## src/rtl/decode_if.sv

```systemverilog
`default_nettype none
// +------------------------------------------------------------------+
// | Module  : decode_if                                              |
// | Brief   : Fetch, write-back and ID/EX signal bundle for decode.  |
// | Revision: 1.0                                                    |
// +------------------------------------------------------------------+
interface decode_if;
    logic [31:0] ir_i;
    logic [31:0] npc_i;
    logic        if_valid_i;
    logic        ex_stall_i;
    logic        wb_we_i;
    logic [4:0]  wb_addr_i;
    logic [31:0] wb_data_i;
    logic        stall_o;
    logic        pc_update_o;
    logic [31:0] pc_o;
    logic        id_valid_o;
    logic [31:0] a_o;
    logic [31:0] b_o;
    logic [31:0] imm_o;
    logic [4:0]  rd_o;
    logic [5:0]  op_o;
    logic [5:0]  funct_o;
    logic [31:0] npc_o;
    logic        mem_rd_o;
    logic        mem_wr_o;
    logic        reg_wr_o;

    modport master (
        output ir_i, npc_i, if_valid_i, ex_stall_i, wb_we_i, wb_addr_i, wb_data_i,
        input  stall_o, pc_update_o, pc_o, id_valid_o, a_o, b_o, imm_o, rd_o,
               op_o, funct_o, npc_o, mem_rd_o, mem_wr_o, reg_wr_o
    );

    modport slave (
        input  ir_i, npc_i, if_valid_i, ex_stall_i, wb_we_i, wb_addr_i, wb_data_i,
        output stall_o, pc_update_o, pc_o, id_valid_o, a_o, b_o, imm_o, rd_o,
               op_o, funct_o, npc_o, mem_rd_o, mem_wr_o, reg_wr_o
    );
endinterface
`default_nettype wire

```

## src/rtl/decode.sv

```systemverilog
`default_nettype none
// +------------------------------------------------------------------+
// | Module  : decode                                                 |
// | Brief   : ID stage: regfile with WB bypass, branch resolve,      |
// |           load-use hazard detect, squash, ID/EX register.        |
// | Revision: 1.0                                                    |
// +------------------------------------------------------------------+
module decode #(
    parameter int RF_DEPTH = 32
) (
    input  wire logic clk,
    input  wire logic rst,
    decode_if.slave   bus
);

    localparam logic [5:0] c_OP_RTYPE = 6'h00;
    localparam logic [5:0] c_OP_ADDI  = 6'h08;
    localparam logic [5:0] c_OP_LW    = 6'h23;
    localparam logic [5:0] c_OP_SW    = 6'h2B;
    localparam logic [5:0] c_OP_BEQ   = 6'h04;
    localparam logic [5:0] c_OP_BNE   = 6'h05;
    localparam logic [5:0] c_OP_J     = 6'h02;

    logic [31:0] r_rf [RF_DEPTH];
    logic        r_squash;
    logic        r_id_valid;
    logic        r_mem_rd;
    logic        r_mem_wr;
    logic        r_reg_wr;
    logic [31:0] r_a;
    logic [31:0] r_b;
    logic [31:0] r_imm;
    logic [31:0] r_npc;
    logic [4:0]  r_rd;
    logic [5:0]  r_op;
    logic [5:0]  r_funct;

    logic [5:0]  w_op;
    logic [4:0]  w_rs;
    logic [4:0]  w_rt;
    logic [31:0] w_imm;
    logic [31:0] w_a;
    logic [31:0] w_b;
    logic [4:0]  w_rd;
    logic        w_reg_wr;
    logic        w_mem_rd;
    logic        w_mem_wr;
    logic        w_uses_rt;
    logic        w_taken;
    logic [31:0] w_target;
    logic        w_dec_valid;
    logic        w_hazard;
    logic        w_pc_update;

    assign w_op  = bus.ir_i[31:26];
    assign w_rs  = bus.ir_i[25:21];
    assign w_rt  = bus.ir_i[20:16];
    assign w_imm = {{16{bus.ir_i[15]}}, bus.ir_i[15:0]};

    // Write-first: a same-cycle write-back to the read address wins over the array
    always_comb begin
        w_a = '0;
        w_b = '0;
        if (w_rs != 5'd0) begin
            w_a = (bus.wb_we_i && bus.wb_addr_i == w_rs) ? bus.wb_data_i : r_rf[w_rs];
        end
        if (w_rt != 5'd0) begin
            w_b = (bus.wb_we_i && bus.wb_addr_i == w_rt) ? bus.wb_data_i : r_rf[w_rt];
        end
    end

    always_comb begin
        w_rd      = 5'd0;
        w_reg_wr  = 1'b0;
        w_mem_rd  = 1'b0;
        w_mem_wr  = 1'b0;
        w_uses_rt = 1'b0;
        w_taken   = 1'b0;
        w_target  = bus.npc_i + {w_imm[29:0], 2'b00};
        case (w_op)
            c_OP_RTYPE: begin
                w_rd      = bus.ir_i[15:11];
                w_reg_wr  = 1'b1;
                w_uses_rt = 1'b1;
            end
            c_OP_ADDI: begin
                w_rd     = w_rt;
                w_reg_wr = 1'b1;
            end
            c_OP_LW: begin
                w_rd     = w_rt;
                w_reg_wr = 1'b1;
                w_mem_rd = 1'b1;
            end
            c_OP_SW: begin
                w_mem_wr  = 1'b1;
                w_uses_rt = 1'b1;
            end
            c_OP_BEQ: begin
                w_uses_rt = 1'b1;
                w_taken   = (w_a == w_b);
            end
            c_OP_BNE: begin
                w_uses_rt = 1'b1;
                w_taken   = (w_a != w_b);
            end
            c_OP_J: begin
                w_taken  = 1'b1;
                w_target = {bus.npc_i[31:28], bus.ir_i[25:0], 2'b00};
            end
            default: begin
                w_rd = 5'd0;
            end
        endcase
    end

    assign w_dec_valid = bus.if_valid_i && !r_squash;
    assign w_hazard    = r_id_valid && r_mem_rd && (r_rd != 5'd0) &&
                         ((r_rd == w_rs) || (w_uses_rt && (r_rd == w_rt)));
    assign w_pc_update = rst && w_dec_valid && w_taken && !w_hazard && !bus.ex_stall_i;

    assign bus.pc_update_o = w_pc_update;
    assign bus.pc_o        = w_pc_update ? w_target : 32'd0;
    assign bus.stall_o     = rst && (bus.ex_stall_i || (w_dec_valid && w_hazard));

    always_ff @(posedge clk) begin
        if (!rst) begin
            for (int i = 0; i < RF_DEPTH; i++) begin
                r_rf[i] <= '0;
            end
        end else if (bus.wb_we_i && bus.wb_addr_i != 5'd0) begin
            r_rf[bus.wb_addr_i] <= bus.wb_data_i;
        end
    end

    // The wrong-path slot is consumed only when fetch actually advances
    always_ff @(posedge clk) begin
        if (!rst) begin
            r_squash <= 1'b0;
        end else if (w_pc_update) begin
            r_squash <= 1'b1;
        end else if (r_squash && bus.if_valid_i && !bus.ex_stall_i) begin
            r_squash <= 1'b0;
        end
    end

    always_ff @(posedge clk) begin
        if (!rst) begin
            r_id_valid <= 1'b0;
            r_mem_rd   <= 1'b0;
            r_mem_wr   <= 1'b0;
            r_reg_wr   <= 1'b0;
            r_a        <= '0;
            r_b        <= '0;
            r_imm      <= '0;
            r_npc      <= '0;
            r_rd       <= '0;
            r_op       <= '0;
            r_funct    <= '0;
        end else if (!bus.ex_stall_i) begin
            if (w_hazard) begin
                r_id_valid <= 1'b0;
                r_mem_rd   <= 1'b0;
                r_mem_wr   <= 1'b0;
                r_reg_wr   <= 1'b0;
            end else begin
                r_id_valid <= w_dec_valid;
                r_mem_rd   <= w_dec_valid && w_mem_rd;
                r_mem_wr   <= w_dec_valid && w_mem_wr;
                r_reg_wr   <= w_dec_valid && w_reg_wr;
                r_a        <= w_a;
                r_b        <= w_b;
                r_imm      <= w_imm;
                r_npc      <= bus.npc_i;
                r_rd       <= w_rd;
                r_op       <= w_op;
                r_funct    <= bus.ir_i[5:0];
            end
        end
    end

    assign bus.id_valid_o = r_id_valid;
    assign bus.a_o        = r_a;
    assign bus.b_o        = r_b;
    assign bus.imm_o      = r_imm;
    assign bus.rd_o       = r_rd;
    assign bus.op_o       = r_op;
    assign bus.funct_o    = r_funct;
    assign bus.npc_o      = r_npc;
    assign bus.mem_rd_o   = r_mem_rd;
    assign bus.mem_wr_o   = r_mem_wr;
    assign bus.reg_wr_o   = r_reg_wr;

endmodule
`default_nettype wire

```

## src/flat_wrapper.sv

```systemverilog
// flat-port wrapper written by rule: the top's interface ports become plain ports
module decode_flat 
#(
    parameter int RF_DEPTH = 32
)
  (clk, rst, bus_ir_i, bus_npc_i, bus_if_valid_i, bus_ex_stall_i, bus_wb_we_i, bus_wb_addr_i, bus_wb_data_i, bus_stall_o, bus_pc_update_o, bus_pc_o, bus_id_valid_o, bus_a_o, bus_b_o, bus_imm_o, bus_rd_o, bus_op_o, bus_funct_o, bus_npc_o, bus_mem_rd_o, bus_mem_wr_o, bus_reg_wr_o);
  decode_if bus_i ();
  input  wire logic clk;
  input  wire logic rst;
  input wire logic [$bits(bus_i.ir_i)-1:0] bus_ir_i;
  input wire logic [$bits(bus_i.npc_i)-1:0] bus_npc_i;
  input wire logic [$bits(bus_i.if_valid_i)-1:0] bus_if_valid_i;
  input wire logic [$bits(bus_i.ex_stall_i)-1:0] bus_ex_stall_i;
  input wire logic [$bits(bus_i.wb_we_i)-1:0] bus_wb_we_i;
  input wire logic [$bits(bus_i.wb_addr_i)-1:0] bus_wb_addr_i;
  input wire logic [$bits(bus_i.wb_data_i)-1:0] bus_wb_data_i;
  output wire logic [$bits(bus_i.stall_o)-1:0] bus_stall_o;
  output wire logic [$bits(bus_i.pc_update_o)-1:0] bus_pc_update_o;
  output wire logic [$bits(bus_i.pc_o)-1:0] bus_pc_o;
  output wire logic [$bits(bus_i.id_valid_o)-1:0] bus_id_valid_o;
  output wire logic [$bits(bus_i.a_o)-1:0] bus_a_o;
  output wire logic [$bits(bus_i.b_o)-1:0] bus_b_o;
  output wire logic [$bits(bus_i.imm_o)-1:0] bus_imm_o;
  output wire logic [$bits(bus_i.rd_o)-1:0] bus_rd_o;
  output wire logic [$bits(bus_i.op_o)-1:0] bus_op_o;
  output wire logic [$bits(bus_i.funct_o)-1:0] bus_funct_o;
  output wire logic [$bits(bus_i.npc_o)-1:0] bus_npc_o;
  output wire logic [$bits(bus_i.mem_rd_o)-1:0] bus_mem_rd_o;
  output wire logic [$bits(bus_i.mem_wr_o)-1:0] bus_mem_wr_o;
  output wire logic [$bits(bus_i.reg_wr_o)-1:0] bus_reg_wr_o;
  assign bus_i.ir_i = bus_ir_i;
  assign bus_i.npc_i = bus_npc_i;
  assign bus_i.if_valid_i = bus_if_valid_i;
  assign bus_i.ex_stall_i = bus_ex_stall_i;
  assign bus_i.wb_we_i = bus_wb_we_i;
  assign bus_i.wb_addr_i = bus_wb_addr_i;
  assign bus_i.wb_data_i = bus_wb_data_i;
  assign bus_stall_o = bus_i.stall_o;
  assign bus_pc_update_o = bus_i.pc_update_o;
  assign bus_pc_o = bus_i.pc_o;
  assign bus_id_valid_o = bus_i.id_valid_o;
  assign bus_a_o = bus_i.a_o;
  assign bus_b_o = bus_i.b_o;
  assign bus_imm_o = bus_i.imm_o;
  assign bus_rd_o = bus_i.rd_o;
  assign bus_op_o = bus_i.op_o;
  assign bus_funct_o = bus_i.funct_o;
  assign bus_npc_o = bus_i.npc_o;
  assign bus_mem_rd_o = bus_i.mem_rd_o;
  assign bus_mem_wr_o = bus_i.mem_wr_o;
  assign bus_reg_wr_o = bus_i.reg_wr_o;
  decode #(.RF_DEPTH(RF_DEPTH)) u_core (.clk(clk), .rst(rst), .bus(bus_i));
endmodule
```

## config.mk

```make
export PLATFORM = sky130hd
export DESIGN_NAME = decode_flat
export DESIGN_NICKNAME = d
export VERILOG_FILES = /design/src/rtl/decode_if.sv /design/src/rtl/decode.sv /design/src/flat_wrapper.sv
export SDC_FILE = /design/constraint.sdc
export NUM_CORES = 2
export LEC_CHECK = 0
export BUFFER_PORTS_ARGS = -buffer_cell sky130_fd_sc_hd__buf_2
export CORE_MARGIN = 2
export CORE_UTILIZATION = 65
export DETAILED_ROUTE_END_ITERATION = 10
export PLACE_DENSITY_LB_ADDON = 0.2
export SLEW_MARGIN = 20
export SYNTH_ARGS = -nofsm -noshare
export SYNTH_HDL_FRONTEND = slang
export SYNTH_SLANG_ARGS = --single-unit
```

## constraint.sdc

```tcl
create_clock -name clk -period 9.1 [get_ports clk]
set_input_delay 0.455 -clock clk [delete_from_list [all_inputs] [get_ports clk]]
set_output_delay 0.455 -clock clk [all_outputs]
set_load 0.01 [all_outputs]
```

==> metrics.cfg <==
[placed_design]
hpwl_um=124000
dp.cells=5672
gp_congestion=0.954
portBuffers=288
place_area_sq_um=64400

[run]
max-cap-violations=0

[logic_synthesis]
synth_edf_count=1024
synth_area_sq_um=61900
synth_ff_type=edfxtp_1
synth_cell_type_count=76
avgSynthCellArea_sq_um=13.9
ys_warn_count=0
synth-seq-cells=1152
yosysSeqAreaShare_pct=53.8
syn-instance-count=4445
async_flop_share_pct=0

[layout]
area_growth_pct=10.4
final_nets=4683
drive_gt1_share_pct=26.7
fin_cells=5919
final_cell_area_sq_um=68400

[floorplanning]
initial_core_util_pct=65.4
io_pins=289
die_x_um=313
die_area_sq_um=97800
num_rows=113
die_h_um=313
core_area_sq_um=94700

[critical_path]
startpoint=bus_ir_i[16]
cp.arrival_ps=6770
r2r_slack_ps=4330
r2r-end=u_core.r_squash$_SDFFE_PN0P_
worstPathRequired_ps=8650
r2r_start=u_core.r_rf[17][8]$_SDFFCE_PN0P_
critical_path_peak_fanout=81
crit_path_end=bus_pc_o[24]
setup.worst_path.class=in -> out
cp-end-kind=output port
r2r_cells=11
cp-start-kind=input pin

[cts]
root_buffer=clkbuf_16
clk_pin_slew_ps=60
clk_latency_ps=720
post_cts_buffers=0
cts_buffers=118
cts.sinks=1152
cts_max_level=3
cts_tree=yes
cts_max_path_buffers=3

[timing]
finalClockSkew_ps=32.6
whs_ps=16.5
min_period_ps=7220
min_period_over_period_pct=79.3
setup_viol=0
drv_slew=0
tightestPinTransition_ps=1270
rsz0062_at_grt=false
clock.fmax_ghz=0.139
slew_headroom_pct=15.1
hold_violations=0
setup-tns-final_ps=0

[global_route]
grt_pass1_wl_um=293000
grt_max_degree=105
grt_use_total_pct=42.3
antenna_found_initial=23
grt_pass1_vias=42100
grt_overflow_total=0

[power_and_ir_drop]
powerDensity_nw_per_um2=187
finalPower_mw=12.8
worst_ir_drop_vdd_uv=186
leakagePower_nw=24.2

[detailed_routing]
firstDrtPassIters=8
via_per_inst=7.34
postRouteWirelength_um=207000
drc=0
wl_met2_um=92900
detail_route.wl_per_cell_um=35.0
routed.top_layer=met5
dr_wl_met3_um=32900
vias=43500
first_iter_violations=7926
ant_nets=0
wl_met1_um=66500

[worst_hold_path]
hold_class=in -> reg

[status]
status=complete, no violations

==> final cells by class <==
type	count	area (sq um)
diodes	9	22.5
clock buffers	173	3360
clock inverters	45	398
fillers	6016	26300
inverters	27	106
multi-input cells	2819	26900
flip-flops and latches	1152	33300
well taps	1265	1580
repair buffers	429	2710
==> layer usage <==
metal	vias up	global-route usage (%)
li1	17100	-
met5	-	0
met2	4081	63.5
met3	895	13.5
met4	8	25.1
met1	21400	54.7
==> cell usage after synthesis (all sizes together), types with 23 or more instances <==
master	count	share of area (%)
o21ai	59	0.49
a211oi	47	0.58
a22oi	95	1.2
dfxtp	128	4.1
nor3	117	0.95
mux2i	58	0.94
ha	29	0.59
buf	149	1.6
and2	958	9.7
a21oi	155	1.3
mux4	549	20
nor2	174	1.1
inv	27	0.16
nand2	200	1.2
nor2b	36	0.36
clkbuf	327	2.0
o221ai	23	0.33
xnor2	48	0.68
edfxtp	1024	50
==> kinds of logic (layout without fill, tap and decap cells) <==
group	count (synthesis)	in the layout	synth area share (%)
XOR/XNOR	68	68	0.961
other	1	41	0.00605
AO/OA/AOI/OAI	512	512	5.71
buffers and inverters	505	674	3.81
adder cells (fa/ha/maj)	30	30	0.618
AND/OR/NAND/NOR	1562	1562	14.1
flip-flops	1152	1152	53.8
multiplexers	615	615	21.1
==> critical path, stage by stage <==
cell	delay (ps)
buf_8	500
buf_12	550
mux2i_1	460
nor3_1	1040
a2111oi_0	210
a211oi_1	280
a211oi_1	100
xnor2_1	360
nand4_1	140
nor4_1	860
a31oi_1	280
o21ai_4	530
buf_4	400
a221oi_1	150
buf_2	190
==> repair_timing <==
item | CTS | global route
hold buffers | 19 | 0
hold endpoints to repair | 19 | 0
resized for setup | 0 | 0
==> through the flow <==
stage	util, %	worst slack (ps)
CTS	72.2	2320
global route	72.2	1790
global placement	68.0	2290
finish	72.2	1880
floorplan	-	4760
detailed placement	68.0	2280
==> cell usage in the layout (no fill, tap or decap), types with 10 or more instances in the layout <==
| cell type | n |
|---|---|
| a211oi_1 | 46 |
| a211o_1 | 17 |
| a21oi_2 | 14 |
| a21o_1 | 12 |
| nand2_1 | 200 |
| nand4_1 | 11 |
| dlygate4sd3_1 | 19 |
| clkbuf_1 | 36 |
| clkbuf_8 | 11 |
| a221o_1 | 14 |
| o21ai_0 | 25 |
| ha_1 | 29 |
| mux2i_1 | 58 |
| inv_1 | 26 |
| xnor2_1 | 48 |
| and2_1 | 956 |
| dfxtp_1 | 128 |
| a21oi_1 | 141 |
| buf_4 | 117 |
| clkinv_1 | 16 |
| xor2_1 | 20 |
| a22oi_1 | 92 |
| nor3_1 | 115 |
| nor2_1 | 140 |
| conb_1 | 32 |
| clkbuf_16 | 122 |
| nand3_1 | 15 |
| edfxtp_1 | 1024 |
| nor2b_1 | 33 |
| o21ai_4 | 31 |
| mux4_2 | 546 |
| clkinv_2 | 13 |
| buf_2 | 279 |
| nor2_2 | 30 |
| a221oi_1 | 19 |
| a31oi_1 | 10 |
| o221ai_1 | 23 |
==> worst min-delay path by stage <==
stage,start,to,slack [ps],depth (start not counted)
5_1_grt,bus_ir_i[4],u_core.bus.funct_o[4]$_SDFFE_PN0P_,30,3
4_1_cts,bus_ir_i[6],u_core.bus.imm_o[6]$_SDFFE_PN0P_,0.2,3
3_5_place_dp,u_core.bus.npc_o[25]$_SDFFE_PN0P_,u_core.bus.npc_o[25]$_SDFFE_PN0P_,440,2
6_report,bus_ir_i[6],u_core.bus.imm_o[6]$_SDFFE_PN0P_,20,3
3_3_place_gp,u_core.bus.b_o[12]$_SDFFE_PN0P_,u_core.bus.b_o[12]$_SDFFE_PN0P_,440,2
2_1_floorplan,u_core.bus.b_o[12]$_SDFFE_PN0P_,u_core.bus.b_o[12]$_SDFFE_PN0P_,480,2
==> flip-flops by register name, indices dropped and copies added, names as in the netlist <==
signal                 flops
u_core.bus.a_o            32
u_core.bus.b_o            32
u_core.bus.funct_o         5
u_core.bus.id_valid_o      1
u_core.bus.imm_o          11
u_core.bus.mem_rd_o        1
u_core.bus.mem_wr_o        1
u_core.bus.npc_o          32
u_core.bus.op_o            6
u_core.bus.rd_o            5
u_core.bus.reg_wr_o        1
u_core.r_rf             1024
u_core.r_squash            1
==> report_power, final <==
group          switching [mW]  internal [mW]  total (mW)
combinational            1.07          0.730        1.80
clock                    2.09           2.72        4.80
sequential              0.167           6.05        6.22
Power figures use the tool's default switching activity.
